==> src/rtl/mem_pkg.sv <==
// Shared definitions for the two-port memory arbiter.
//   AW_DEF / DW_DEF : default address and data widths
//   state_t         : arbiter sequencing states
package mem_pkg;
    localparam int AW_DEF = 8;
    localparam int DW_DEF = 32;

    typedef enum logic [1:0] {
        IDLE  = 2'd0,
        ISSUE = 2'd1,
        RESP  = 2'd2
    } state_t;
endpackage

==> src/rtl/mem_arbiter_if.sv <==
// Bus bundle between two requesters, the arbiter and a single-port memory.
//   reqN_*  : request handshake and fields from port N (N = 0, 1)
//   rspN_*  : one-cycle completion pulse and read data to port N
//   mem_*   : memory control (we/addr/din out, dout in)
// slave  : arbiter side
// master : requester / memory side
interface mem_arbiter_if #(
    parameter int AW = 8,
    parameter int DW = 32
) ();
    logic          req0_valid, req0_ready, req0_we;
    logic [AW-1:0] req0_addr;
    logic [DW-1:0] req0_wdata;
    logic          req1_valid, req1_ready, req1_we;
    logic [AW-1:0] req1_addr;
    logic [DW-1:0] req1_wdata;
    logic          rsp0_valid, rsp1_valid;
    logic [DW-1:0] rsp0_rdata, rsp1_rdata;
    logic          mem_we;
    logic [AW-1:0] mem_addr;
    logic [DW-1:0] mem_din;
    logic [DW-1:0] mem_dout;

    modport slave (
        input  req0_valid, req0_we, req0_addr, req0_wdata,
        input  req1_valid, req1_we, req1_addr, req1_wdata,
        input  mem_dout,
        output req0_ready, req1_ready,
        output rsp0_valid, rsp0_rdata, rsp1_valid, rsp1_rdata,
        output mem_we, mem_addr, mem_din
    );

    modport master (
        output req0_valid, req0_we, req0_addr, req0_wdata,
        output req1_valid, req1_we, req1_addr, req1_wdata,
        output mem_dout,
        input  req0_ready, req1_ready,
        input  rsp0_valid, rsp0_rdata, rsp1_valid, rsp1_rdata,
        input  mem_we, mem_addr, mem_din
    );
endinterface

==> src/rtl/rr_arb2.sv <==
// Combinational 2-way round-robin picker.
//   valid_i : request present per port
//   last_i  : most recently granted port
//   grant_o : one-hot grant (all zero when nothing is valid)
module rr_arb2 (
    input  logic [1:0] valid_i,
    input  logic       last_i,
    output logic [1:0] grant_o
);
    // A lone requester always wins; on contention the port that was not
    // granted last time goes first.
    assign grant_o[0] = valid_i[0] & (~valid_i[1] | last_i);
    assign grant_o[1] = valid_i[1] & (~valid_i[0] | ~last_i);
endmodule

==> src/rtl/mem_arbiter.sv <==
// Two-port round-robin arbiter in front of a single-port word memory.
//   clk, rst : clock, asynchronous active-high reset
//   bus      : mem_arbiter_if.slave (requests, responses, memory control)
// One access every three cycles: IDLE (accept) -> ISSUE (write strobe)
// -> RESP (capture read data); the response pulses the cycle after RESP.
module mem_arbiter
    import mem_pkg::*;
#(
    parameter int AW = AW_DEF,
    parameter int DW = DW_DEF
) (
    input  logic         clk,
    input  logic         rst,
    mem_arbiter_if.slave bus
);
    state_t                 state_q, state_d;
    logic                   last_q;
    logic                   port_q;
    logic                   we_q;
    logic [AW-1:0]          addr_q;
    logic [DW-1:0]          wdata_q;
    logic [1:0]             rsp_valid_q;
    logic [1:0][DW-1:0]     rsp_rdata_q;

    logic [1:0] valid;
    logic [1:0] grant;
    logic       accept;

    assign valid = {bus.req1_valid, bus.req0_valid};

    rr_arb2 u_pick (
        .valid_i (valid),
        .last_i  (last_q),
        .grant_o (grant)
    );

    assign accept = (state_q == IDLE) && (|valid);

    always_comb begin
        state_d = state_q;
        case (state_q)
            IDLE:    if (|valid) state_d = ISSUE;
            ISSUE:   state_d = RESP;
            RESP:    state_d = IDLE;
            default: state_d = IDLE;
        endcase
    end

    always_ff @(posedge clk or posedge rst) begin
        if (rst) begin
            state_q     <= IDLE;
            last_q      <= 1'b1;
            port_q      <= 1'b0;
            we_q        <= 1'b0;
            addr_q      <= '0;
            wdata_q     <= '0;
            rsp_valid_q <= '0;
            rsp_rdata_q <= '0;
        end else begin
            state_q     <= state_d;
            rsp_valid_q <= '0;
            if (accept) begin
                port_q  <= grant[1];
                last_q  <= grant[1];
                we_q    <= grant[1] ? bus.req1_we    : bus.req0_we;
                addr_q  <= grant[1] ? bus.req1_addr  : bus.req0_addr;
                wdata_q <= grant[1] ? bus.req1_wdata : bus.req0_wdata;
            end
            if (state_q == RESP) begin
                rsp_valid_q[port_q] <= 1'b1;
                rsp_rdata_q[port_q] <= we_q ? '0 : bus.mem_dout;
            end
        end
    end

    // Ready only while idle, so grants never overlap an access in flight.
    assign bus.req0_ready = grant[0] & (state_q == IDLE);
    assign bus.req1_ready = grant[1] & (state_q == IDLE);

    // Address/data come straight from the latched request so they stay
    // stable through RESP; the write strobe is confined to ISSUE.
    assign bus.mem_we   = we_q & (state_q == ISSUE);
    assign bus.mem_addr = addr_q;
    assign bus.mem_din  = wdata_q;

    assign bus.rsp0_valid = rsp_valid_q[0];
    assign bus.rsp1_valid = rsp_valid_q[1];
    assign bus.rsp0_rdata = rsp_rdata_q[0];
    assign bus.rsp1_rdata = rsp_rdata_q[1];
endmodule
==> src/flat_wrapper.sv <==
// flat-port wrapper written by rule: the top's interface ports become plain ports
module mem_arbiter_flat import mem_pkg::*;
#(
    parameter int AW = AW_DEF,
    parameter int DW = DW_DEF
)
  (clk, rst, bus_req0_valid, bus_req0_we, bus_req0_addr, bus_req0_wdata, bus_req1_valid, bus_req1_we, bus_req1_addr, bus_req1_wdata, bus_mem_dout, bus_req0_ready, bus_req1_ready, bus_rsp0_valid, bus_rsp0_rdata, bus_rsp1_valid, bus_rsp1_rdata, bus_mem_we, bus_mem_addr, bus_mem_din);
  mem_arbiter_if #(.AW(AW), .DW(DW)) bus_i ();
  input  logic clk;
  input  logic rst;
  input wire logic [$bits(bus_i.req0_valid)-1:0] bus_req0_valid;
  input wire logic [$bits(bus_i.req0_we)-1:0] bus_req0_we;
  input wire logic [$bits(bus_i.req0_addr)-1:0] bus_req0_addr;
  input wire logic [$bits(bus_i.req0_wdata)-1:0] bus_req0_wdata;
  input wire logic [$bits(bus_i.req1_valid)-1:0] bus_req1_valid;
  input wire logic [$bits(bus_i.req1_we)-1:0] bus_req1_we;
  input wire logic [$bits(bus_i.req1_addr)-1:0] bus_req1_addr;
  input wire logic [$bits(bus_i.req1_wdata)-1:0] bus_req1_wdata;
  input wire logic [$bits(bus_i.mem_dout)-1:0] bus_mem_dout;
  output wire logic [$bits(bus_i.req0_ready)-1:0] bus_req0_ready;
  output wire logic [$bits(bus_i.req1_ready)-1:0] bus_req1_ready;
  output wire logic [$bits(bus_i.rsp0_valid)-1:0] bus_rsp0_valid;
  output wire logic [$bits(bus_i.rsp0_rdata)-1:0] bus_rsp0_rdata;
  output wire logic [$bits(bus_i.rsp1_valid)-1:0] bus_rsp1_valid;
  output wire logic [$bits(bus_i.rsp1_rdata)-1:0] bus_rsp1_rdata;
  output wire logic [$bits(bus_i.mem_we)-1:0] bus_mem_we;
  output wire logic [$bits(bus_i.mem_addr)-1:0] bus_mem_addr;
  output wire logic [$bits(bus_i.mem_din)-1:0] bus_mem_din;
  assign bus_i.req0_valid = bus_req0_valid;
  assign bus_i.req0_we = bus_req0_we;
  assign bus_i.req0_addr = bus_req0_addr;
  assign bus_i.req0_wdata = bus_req0_wdata;
  assign bus_i.req1_valid = bus_req1_valid;
  assign bus_i.req1_we = bus_req1_we;
  assign bus_i.req1_addr = bus_req1_addr;
  assign bus_i.req1_wdata = bus_req1_wdata;
  assign bus_i.mem_dout = bus_mem_dout;
  assign bus_req0_ready = bus_i.req0_ready;
  assign bus_req1_ready = bus_i.req1_ready;
  assign bus_rsp0_valid = bus_i.rsp0_valid;
  assign bus_rsp0_rdata = bus_i.rsp0_rdata;
  assign bus_rsp1_valid = bus_i.rsp1_valid;
  assign bus_rsp1_rdata = bus_i.rsp1_rdata;
  assign bus_mem_we = bus_i.mem_we;
  assign bus_mem_addr = bus_i.mem_addr;
  assign bus_mem_din = bus_i.mem_din;
  mem_arbiter #(.AW(AW), .DW(DW)) u_core (.clk(clk), .rst(rst), .bus(bus_i));
endmodule
==> config.mk <==
export PLATFORM = sky130hd
export DESIGN_NAME = mem_arbiter_flat
export DESIGN_NICKNAME = d
export VERILOG_FILES = /design/src/rtl/mem_pkg.sv /design/src/rtl/mem_arbiter_if.sv /design/src/rtl/rr_arb2.sv /design/src/rtl/mem_arbiter.sv /design/src/flat_wrapper.sv
export SDC_FILE = /design/constraint.sdc
export NUM_CORES = 1
export LEC_CHECK = 0
export BUFFER_PORTS_ARGS = -buffer_cell sky130_fd_sc_hd__buf_4
export CAP_MARGIN = 5
export CORE_MARGIN = 2
export CORE_UTILIZATION = 30
export DETAILED_ROUTE_END_ITERATION = 6
export GPL_TIMING_DRIVEN = 0
export PLACE_DENSITY = 0.59
export REMOVE_ABC_BUFFERS = 1
export SETUP_SLACK_MARGIN = 0.02
export SYNTH_ARGS = -nofsm -noshare
export SYNTH_HDL_FRONTEND = slang
export SYNTH_SLANG_ARGS = --single-unit
export TNS_END_PERCENT = 10
==> constraint.sdc <==
create_clock -name clk -period 4.1 [get_ports clk]
set_input_delay 0.82 -clock clk [delete_from_list [all_inputs] [get_ports clk]]
set_output_delay 0.82 -clock clk [all_outputs]
set_load 0.1 [all_outputs]
# After elaboration in Yosys (flattened, before gate mapping)

Index checks and enable logic that the tools add are counted.

Bits in registers: 111
Bits of input ports: 118
Output and inout bits: 109

Order comparisons: 2
Eq/ne operators: 3
Muxes and demuxes: 12
Bitwise gates (word level): 10
Reduce and logical (&&, ||, !) cells: 4

Operators with widths:

| cell                                                                  | count |
|---|---|
| 32-bit 2-to-1 mux                                                     | 3 |
| 64-bit bitwise mux                                                    | 1 |
| 32-bit demux with 1-bit select                                        | 1 |
| 8-bit 2-to-1 mux                                                      | 1 |
| 1-bit AND                                                             | 5 |
| 2-bit 2-to-1 mux                                                      | 2 |
| 2-bit one-hot mux with 2 select lines                                 | 1 |
| 1-bit inverter                                                        | 3 |
| 2-bit by 1-bit == test with 1-bit output (second input constant)      | 1 |
| 2-bit == test (second input constant)                                 | 1 |
| 1-bit logical AND                                                     | 2 |
| 2-bit logical NOT                                                     | 1 |
| 1-bit by 2-bit < comparator with 1-bit output (second input constant) | 1 |
| 1-bit 2-to-1 mux                                                      | 2 |
| 2-bit inequality test (second input constant)                         | 1 |
| 1-bit bitwise OR                                                      | 2 |
| 2-bit OR reduction                                                    | 1 |
| 1-bit demux with 1-bit select                                         | 1 |
| 1-bit greater-or-equal comparator (second input constant)             | 1 |

# Longest topological paths before layout

Depth in word-level cells: 5
Mapped depth: 5
Mapped depth without buffers: 3

# Modules after synthesis

From an unflattened synthesis, not the netlist that was laid out.

Cell total of the unflattened synthesis: 398
Area, all modules: 4,837.1 um^2

Modules (own cells, without submodules):

| module      | instances | cells each | area each (um^2) |
|---|---|---|---|
| mem_arbiter | 1         | 395        | 4,818.4 |
| rr_arb2     | 1         | 3          | 18.8 |

# Worst setup path before layout

No wires, ideal clock.

Path kind: input to output
Start point: in bus_req1_valid
End point: out bus_req1_ready
Arrival: 3.360 ns
Required time: 3.280 ns
Slack: -0.080 ns
Stages: 4
Buffers on the path: 2
Cells stage by stage: a21bo_1 > buf_6 > buf_12 > nor3_1

Longest elaborated chain between the ends: 2

Ends and longest elaborated chain:

| element            | RTL line           | source |
|---|---|---|
| start: declaration | flat_wrapper.sv:15 | `input wire logic [$bits(bus_i.req1_valid)-1:0] bus_req1_valid;` |
| 1-bit AND          | rr_arb2.sv:13      | `assign grant_o[1] = valid_i[1] & (~valid_i[0] \| ~last_i);` |
| 1-bit AND          | mem_arbiter.sv:78  | `assign bus.req1_ready = grant[1] & (state_q == IDLE);` |
| end: declaration   | flat_wrapper.sv:21 | `output wire logic [$bits(bus_i.req1_ready)-1:0] bus_req1_ready;` |

No other way between the ends.

# Worst setup path in the final report

Start point: in bus_req0_valid
End point: out bus_req1_ready

Longest elaborated chain between the ends: 4

Ends and longest elaborated chain:

| element            | RTL line           | source |
|---|---|---|
| start: declaration | flat_wrapper.sv:11 | `input wire logic [$bits(bus_i.req0_valid)-1:0] bus_req0_valid;` |
| 1-bit inverter     | rr_arb2.sv:13      |  |
| 1-bit bitwise OR   | rr_arb2.sv:13      |  |
| 1-bit AND          | rr_arb2.sv:13      |  |
| 1-bit AND          | mem_arbiter.sv:78  |  |

No other way between the ends.

==> reports/results.ini <==
[timing]
max_slew.worst_pin.slew_ps = 1010
grt_setup_unrepaired = no
finalCriticalPeriod_ps = 2840
hold_ws_ps = 482
max_freq_ghz = 0.352
post-route-period-util_pct = 69.4
clock_skew_ps = 9.09
slew_headroom_pct = 32.4
setup_viol = 0
hold_viol_final = 0
setup_slack_ps = 1260
slew_viol_final = 0

[cts]
cts-root-buf = clkbuf_16
ctsHoldBuffers = 0
cts_resized = 0
cts-buffers-inserted = 9
clk_path_buf_depth = 2
cts.sinks = 111
clkTransAtPathRegs_ps = 60
htree_levels = 3
cts_setup_buffers = 0
cts_tree = done
insertion_delay_ps = 350

[synthesis]
avgSynthCellArea_um2 = 12.7
synth-seq-area-share_pct = 55.1
synth_seq_cells = 111
synth.cell_area_mm2 = 0.00505
yosysWarnings = 0
syn-instance-count = 398
synth_cell_types = 24

[route]
drc = 0
via_per_inst = 4.28
wl_per_cell_um = 14.7
wirelength_mm = 12.3
vias = 3589
drt-initial-drc-count = 121
ant_nets = 0
first_pass_iters = 4

[critical_path]
critPathLaunch = bus_req0_valid
end_kind = output port
critPathRequiredTime_ps = 3280
regToRegStartpoint = u_core.last_q$_DFFE_PP1P_
cp.arrival_ps = 2020
path_max_fanout = 20
cp-start-kind = input port
critPathKind = input port to output port

[finish]
n_antenna_cell = 0
area_growth_pct = 43.3
drive_above_1_share_pct = 54.0
layout_commonest_cell = buf_4
final_nets = 732
final_cell_mix = buf_4 (226), dfrtp_1 (110), mux2_4 (78), nand2_1 (65), o21ai_0 (64)

[outcome]
status = completed

[global_route]
antenna_found_initial = 0
grt-ovfl-total = 0
grt.total_usage_pct = 14.0
grt_pass1_wl_mm = 19.7
grt_pass1_vias = 3787
grt_max_degree = 67

[worst_hold_path]
hp-class = flop to flop
hold_path_startpoint = u_core.bus.rsp0_rdata[25]$_DFFE_PP0P_

[floorplan]
start_util_pct = 30.5
core_mm2 = 0.0165
die_width_um = 134
num_io_pins = 227
rows = 47
die-area_mm2 = 0.0179
die_y_um = 134

[place]
hpwl_mm = 9.43
dp_slack_ps = 1220
numPortBuffers = 226
place_congestion = 0.708

[run]
maxCapViolCount = 0

state kept, by name, indices dropped and copies added, names as in the netlist:
name                   count
u_core.last_q              1
u_core.rsp_valid_q         2
u_core.bus.rsp1_rdata     32
u_core.port_q              1
u_core.bus.mem_addr        8
u_core.state_q             2
u_core.we_q                1
u_core.bus.rsp0_rdata     32
u_core.bus.mem_din        32
cells in the mapped netlist:
| library cell | instances | area share, % |
|---|---|---|
| o21a_1 | 1 | 0.15 |
| dfstp_2 | 1 | 0.52 |
| a21bo_1 | 1 | 0.20 |
| o21bai_1 | 1 | 0.15 |
| buf_6 | 1 | 0.22 |
| nand3b_1 | 1 | 0.15 |
| a31oi_1 | 1 | 0.12 |
| buf_12 | 4 | 1.6 |
| a21oi_1 | 2 | 0.20 |
| clkbuf_1 | 17 | 1.3 |
| mux2_4 | 78 | 23 |
| nor3_1 | 1 | 0.099 |
| buf_4 | 4 | 0.59 |
| nand2b_1 | 32 | 4.0 |
| mux2_2 | 4 | 0.89 |
| o21ai_0 | 64 | 6.3 |
| nor2b_1 | 1 | 0.12 |
| buf_2 | 1 | 0.099 |
| nand2_1 | 65 | 4.8 |
| and2_1 | 1 | 0.12 |
| nor2_1 | 1 | 0.074 |
| or3b_1 | 1 | 0.17 |
| inv_1 | 5 | 0.37 |
| dfrtp_1 | 110 | 55 |
layout make-up:
type                       count  area, um^2
tap                          220         275
timing repair buffer         232        1830
clock inverter                 6        38.8
inverter                       5        21.3
fill                        1556        9290
multi-input combinational    255        2060
clock buffer                  10         229
sequential                   111        2780
path summary, 6_finish.rpt:
check | endpoint | slack [ps] | cells after the start
worst max-delay path | bus_req1_ready | 1260 | 4
worst min-delay path | u_core.bus.rsp0_rdata[25]$_DFFE_PP0P_ | 480 | 2
worst max register to register | u_core.bus.mem_din[3]$_DFFE_PP0P_ | 1920 | 4
worst min register to register | u_core.bus.rsp0_rdata[25]$_DFFE_PP0P_ | 480 | 2
max in group asynchronous | u_core.bus.rsp0_rdata[27]$_DFFE_PP0P_ | 2830 | 3
min in group asynchronous | u_core.bus.rsp0_rdata[17]$_DFFE_PP0P_ | 540 | 2
per-layer routing:
layer	GRT usage [%]	wire [um]	share of wire (%)
met4	5.26	178	1.4
met2	23.2	5970	49
met1	16.0	4810	39
met5	0	0	0
met3	6.28	1340	11
metrics by stage:
step | cell area, um^2 | TNS [ps] | instances | utilization (%)
2_1_floorplan | 4860 | -1030 | 371 | -
3_3_place_gp | 6830 | -94390 | 817 | 41.3
3_5_place_dp | 6960 | 0 | 823 | 42.1
4_1_cts | 7230 | 0 | 839 | 43.8
5_1_grt | 7230 | 0 | 839 | 43.8
6_report | 7230 | 0 | 839 | 43.8
logic make-up after synthesis:
kind of cell	synth area share, %
multiplexers	24.1
AO/OA/AOI/OAI	7.16
flip-flops	55.1
buffers and inverters	4.14
AND/OR/NAND/NOR	9.54
critical path, stage by stage:
cell and delay, ps:
buf_4 120, a21bo_2 440, nor3_1 290, buf_4 340
Power is left out: the tool's default activity adds up to more than one toggle a clock period on the data nets, which glitch-free logic cannot reach.
